[src/rtl/dom1_skinny_rnd_ctrl.sv]
// Round controller for a DOM-1 masked Skinny core: 4 S-box phases + write-back per round, done 5*NR+1 cycles after start.
// Backpressure: with DOM1_RND_STALL_EN defined a phase waits for rnd_valid; otherwise randomness is consumed unconditionally.
module dom1_skinny_rnd_ctrl #(
  parameter int NR = 40
) (
  input  logic       clk,
  input  logic       rst,
  input  logic       start,
  input  logic       rnd_valid,
  output logic       rnd_ready,
  output logic [3:0] en,
  output logic       st_ld,
  output logic       st_we,
  output logic       tk_upd,
  output logic [5:0] rnd_cnt,
  output logic       busy,
  output logic       done
);

  typedef enum logic [2:0] {
    IDLE = 3'd0,
    P0   = 3'd1,
    P1   = 3'd2,
    P2   = 3'd3,
    P3   = 3'd4,
    WB   = 3'd5,
    DONE = 3'd6
  } state_t;

  localparam logic [5:0] LAST_RND = 6'(NR - 1);

  state_t state;
  logic   fire;

`ifdef DOM1_RND_STALL_EN
  assign fire = rnd_valid;
`else
  logic unused_rnd_valid;
  assign unused_rnd_valid = rnd_valid;
  assign fire = 1'b1;
`endif

  always_ff @(posedge clk or posedge rst) begin
    if (rst) begin
      state   <= IDLE;
      rnd_cnt <= 6'd0;
    end else begin
      case (state)
        IDLE: if (start) begin
          state   <= P0;
          rnd_cnt <= 6'd0;
        end
        P0: if (fire) state <= P1;
        P1: if (fire) state <= P2;
        P2: if (fire) state <= P3;
        P3: if (fire) state <= WB;
        WB: begin
          if (rnd_cnt == LAST_RND) begin
            state <= DONE;
          end else begin
            rnd_cnt <= rnd_cnt + 6'd1;
            state   <= P0;
          end
        end
        DONE:    state <= IDLE;
        default: state <= IDLE;
      endcase
    end
  end

  // Outputs decode the state directly; rst gating keeps st_ld low even if start is held through reset.
  always_comb begin
    en     = 4'b0000;
    st_ld  = 1'b0;
    st_we  = 1'b0;
    tk_upd = 1'b0;
    done   = 1'b0;
    busy   = 1'b0;
    if (!rst) begin
      busy = (state != IDLE);
      case (state)
        IDLE: st_ld = start;
        P0:   en = fire ? 4'b0001 : 4'b0000;
        P1:   en = fire ? 4'b0010 : 4'b0000;
        P2:   en = fire ? 4'b0100 : 4'b0000;
        P3:   en = fire ? 4'b1000 : 4'b0000;
        WB: begin
          st_we  = 1'b1;
          tk_upd = 1'b1;
        end
        DONE:    done = 1'b1;
        default: ;
      endcase
    end
  end

  // Exactly one phase is active in any Pk, so the word is consumed iff that phase fires.
  assign rnd_ready = |en;

endmodule

[config.mk]
export PLATFORM = sky130hd
export DESIGN_NAME = dom1_skinny_rnd_ctrl
export DESIGN_NICKNAME = d
export VERILOG_FILES = /design/src/rtl/dom1_skinny_rnd_ctrl.sv
export SDC_FILE = /design/constraint.sdc
export NUM_CORES = 1
export LEC_CHECK = 0
export ABC_AREA = 1
export CAP_MARGIN = 40
export CORE_MARGIN = 8
export CORE_UTILIZATION = 30
export DETAILED_ROUTE_END_ITERATION = 8
export PLACE_DENSITY = 0.54
export SKIP_CTS_REPAIR_TIMING = 1
export SLEW_MARGIN = 20
export SYNTH_ARGS = -nofsm -noshare
export SYNTH_HDL_FRONTEND = slang
export SYNTH_SLANG_ARGS = --single-unit
export TNS_END_PERCENT = 50
[constraint.sdc]
create_clock -name clk -period 1.7 [get_ports clk]
set_clock_uncertainty 0.15 [all_clocks]
set_input_delay 0.17 -clock clk [delete_from_list [all_inputs] [get_ports clk]]
set_output_delay 0.17 -clock clk [all_outputs]
set_load 0.02 [all_outputs]
# == Word-level counts from Yosys, hierarchy flattened ==
# Index checks and enable logic that the tools add are counted.
# op_classes
n_eq_ne,9
n_lt_le_gt_ge,0
n_shift,0
n_mul,0
div,0
add_sub_neg,1
reduce_logical,5
muxes,15
bitwise_logic,0
# ops
cell,count
case mux 3 bit (6 select lines),1
case mux 4 bit (4 select lines),1
2-to-1 mux 6 bit,2
case mux 6 bit (2 select lines),1
"equality test 3 bit, second input constant",3
2-to-1 mux 1 bit,7
"adder 6 x 1 -> 6 bit, second input constant",1
"equality test 3 x 2 -> 1 bit, second input constant",2
"equality test 6 bit, second input constant",1
2-to-1 mux 3 bit,2
2-to-1 mux 4 bit,1
"inequality test 2 bit, second input constant",2
OR reduction 4 bit,1
"equality test 3 x 1 -> 1 bit, second input constant",1
logical NOT 3 bit,1
AND reduction 3 bit,1
nonzero test 3 bit,1
nonzero test 2 bit,1
# word_totals
latchBits,0
mem_count,0
output_inout_bits,16
wordCells,32
in_bits,4
romBits,0
mem_bits_rw,0
reg_bits,9

# == Longest topological paths before layout ==
# Gate-level depths: netlist (run 1).
# depth
depth_word,4
mapped_depth,7

# == Least setup slack after synthesis (run 1) ==
# No wires, ideal clock.
# synth_path
path_kind,register -> register
startpoint,register rnd_cnt[0]
endpoint,register rnd_cnt[0]
path_slack_ps,177
t_arrival_ps,1296
required_ps,1473
period_less_slack_ps,1523
stages_incl_launch_ff,8
n_path_buf,0
cell_sequence,dfrtp_1 ha_1 nand2_1 nor2_1 nand3_4 nand2_4 nand2_1 o21ai_1
# synth_via
elab_chain_len,3
# synth_rtl
element,line,source
from (decl),15,"output logic [5:0] rnd_cnt,"
from (signal assigned),61,rnd_cnt <= rnd_cnt + 6'd1;
adder 6 x 1 -> 6 bit or equality test 6 bit (tied branches),"61, 58",
2-to-1 mux 6 bit or inequality test 2 bit (tied branches),n/a,
case mux 6 bit (2 select lines) or AND reduction 3 bit (tied branches),n/a,
# Several ways; a longest one is shown, not always the timed one. The select of a mux whose other input is x is not followed.
# A chain may end at the register's enable or synchronous reset.

# == Final worst setup path (run 1) ==
# layout_path
startpoint,register rnd_cnt[0]
endpoint,output rnd_cnt[0]
# No word-level cell between the ends.

==> results of run 1 <==
-- layout by cell type (no fill, tap or decap), types with 2 or more instances in the layout --
cell type        netlist  layout
nand2_1               18      18
nor2_1                12      12
nand3_1               10      10
buf_4                  1       9
clkdlybuf4s50_1        0       8
dfrtp_1                9       8
inv_1                  6       6
dlymetal6s2s_1         0       6
o21ai_1                4       4
clkbuf_2               0       4
clkbuf_4               0       3
a21oi_1                2       2
-- metrics by stage --
step | TNS (ns) | setup slack, ns | hold WS, ns | area [µm²] | std cells
after global placement | -1.380 | -0.1761 | 0.3911 | 835.8 | 127
after detailed placement | -1.579 | -0.2032 | 0.4051 | 835.8 | 127
after global routing | -0.009719 | -0.009373 | 0.3320 | 863.3 | 131
after CTS | -3.065 | -0.3983 | 0.2815 | 862.1 | 131
after floorplan | 0 | 0.1766 | 0.04550 | 568.0 | 77
final | 0 | 0.05242 | 0.2663 | 863.3 | 131
-- final timing paths --
check | startpoint | to
setup / recovery | rnd_cnt[0] | rnd_cnt[0]
hold / removal | rst | state[1]
setup reg to reg | rnd_cnt[0] | rnd_cnt[0]
hold reg to reg | state[0] | state[0]
max in group asynchronous | rst | state[0]
min in group clk | state[0] | state[0]
-- power breakdown --
part	switching (µW)	internal [µW]	leakage, µW
combinational	314	264	0.000353
sequential	73.4	268	0.000119
clock	69.2	90.1	0.0000150
-- per-layer routing --
metal / share of wire / vias up
met2: 0.47 / 8
met4: 0 / 0
li1: - / 309
met3: 0.046 / 0
met5: 0 / -
met1: 0.48 / 260
-- cell families (layout without fill, tap and decap cells) --
logic type               after synthesis  in the layout  share of synthesized area
buffers and inverters                 10             39                    0.07487
AND/OR/NAND/NOR                       47             47                     0.4009
AO/OA/AOI/OAI                          9              9                    0.09033
flip-flops                             9              9                     0.3965
XOR/XNOR                               1              1                    0.01542
adder cells (fa/ha/maj)                1              1                    0.02202
-- registers in the layout (all words and copies together), names as in the netlist --
register,cells
rnd_cnt,6
state,3
-- worst min-delay path: cells and delay by family --
kind	cells	cell delay [ns]
buffers and inverters	3	0.91
-- cell type report --
class                      count  area [µm²]
multi-input combinational     58       305.3
fill                         175       882.1
tap                           25       31.28
timing repair buffer          27       242.7
clock buffer                   4       26.28
inverter                       8       31.28
sequential                     9       226.5
==> impl_results.md, run 1 <==
* Initial antenna violation count at 0
* Routed wire length at 1430 µm
* Mapped Nets at 82
* Power Dens Cells at 1251 nW/µm²
* M3 GR Usage at 0.03905
* Final Net Count at 112
* Post-synthesis cell type count at 23
* WP data required at 1.38 ns
* Final ANT Viol Nets at 0
* Global Route met2 Usage at 0.1448
* LEAKAGE at 0.0004867 µW
* Hold WC Path Type: in2async
* # rows at 15
* DRT iter0 DRCs at 9
* Layout cell share with drive strength beyond 1 at 0.2264
* GRT busiest layer: met2
* Fmax at 0.6070 GHz
* Root buf cell: clkbuf_4
* GPL Wtd Cong at 0.7695
* CP Data Arrival Time at 1.33 ns
* Syn Area/Cell at 7.377 µm²
* Top fanout value on the critical path at 6
* TritonCTS buffer count at 3
* Largest net degree at the start of global routing at 10
* Setup violators final at 0
* DIE HEIGHT at 59.52 µm
* Wire per inst at 10.92 µm
* Top FF cell, synth: dfrtp_1
* Number of diodes at 0
* Dominant cells by area after synthesis: dfrtp_1 40%, nand2_1 12%, nand3_1 8.8%
* Hold Fails Final Rpt at 0
* Vias at 577
* Vias in the first global route at 571
* H-tree depth at 1
* Slowest-stage cell, CP: clkdlybuf4s50_1
* Clk pin slew, worst setup/hold paths at 0.06 ns
* Delay-heaviest family, CP: buffers and inverters
* Die area at 3542 µm²
* Minimum clock period at 1.648 ns
* CTS tree: built
* Asr flop ratio synth at 1.000
* Final core area utilization at 0.4946
* Chip width at 59.52 µm
* Overall power at 1080 µW
* Final HPWL DP at 1192 µm
* Relative slew slack at 0.7698
* Buf+Inv Stages, Crit Path at 1
* Core box area at 1745 µm²
* Area growth from synthesis to layout at 51.98%
* First-pass GRT wire length at 2484 µm
* DR pass1 iterations at 3
* Yosys top cell by area: dfrtp_1
* Count leader, synth: nand2_1
* Critical Path Stages at 1
* Worst Tran Pin Value at 0.3448 ns
* Cell-by-cell trace of the critical path: clkdlybuf4s50_1
* Worst R2R Setup Slack at 0.18 ns
* Synthesized instance count at 77
* R2r worst-path depth at 7
* Ys Warns at 0
* I/O Buffers at 18
* Worst path max stage delay at 0.64 ns
* Yosys top cell area share at 0.3965
* CTS Sinks at 9
* Vias per cell at 4.405
* Worst-skew pair later-pin latency at 0.25 ns
* Synthesized flop and latch total at 9
* Peak supply drop at 0.7000 mV
* Seq/Total Area, Yosys at 0.3965
* EDFF count, synth at 0
* M1 GR Usage at 0.1115
* Grt ovf at 0
* Status: finished, final reports clean
* Initial Util at 0.3254
* DRC at 0
* Worst-case clock buffer depth at 2
* Max-Cap Viols at 0
* Period utilization at 0.9692
* Most frequent cells after synthesis: 18 x nand2_1, 12 x nor2_1, 10 x nand3_1, 9 x dfrtp_1, 6 x inv_1
* Kind of critical path: reg2out
* Syn Std Cell Area at 568.0 µm²
* Crit end category: output pin
* I/O pin total at 20
* CP startpoint kind: flop
* Max-slew violations at 0
* Tot GR Track Use at 0.09039
(Power assumes the default switching activity.)
==> inputs of run 2 (changes only) <==
--- a/config.mk
+++ b/config.mk
@@ -10,6 +10,7 @@
 export CORE_MARGIN = 8
 export CORE_UTILIZATION = 30
 export DETAILED_ROUTE_END_ITERATION = 8
+export GPL_ROUTABILITY_DRIVEN = 1
 export PLACE_DENSITY = 0.54
 export SKIP_CTS_REPAIR_TIMING = 1
 export SLEW_MARGIN = 20
==> results of run 2 <==
Same layout as run 1: the final DEF is identical, and so are final timing and power.
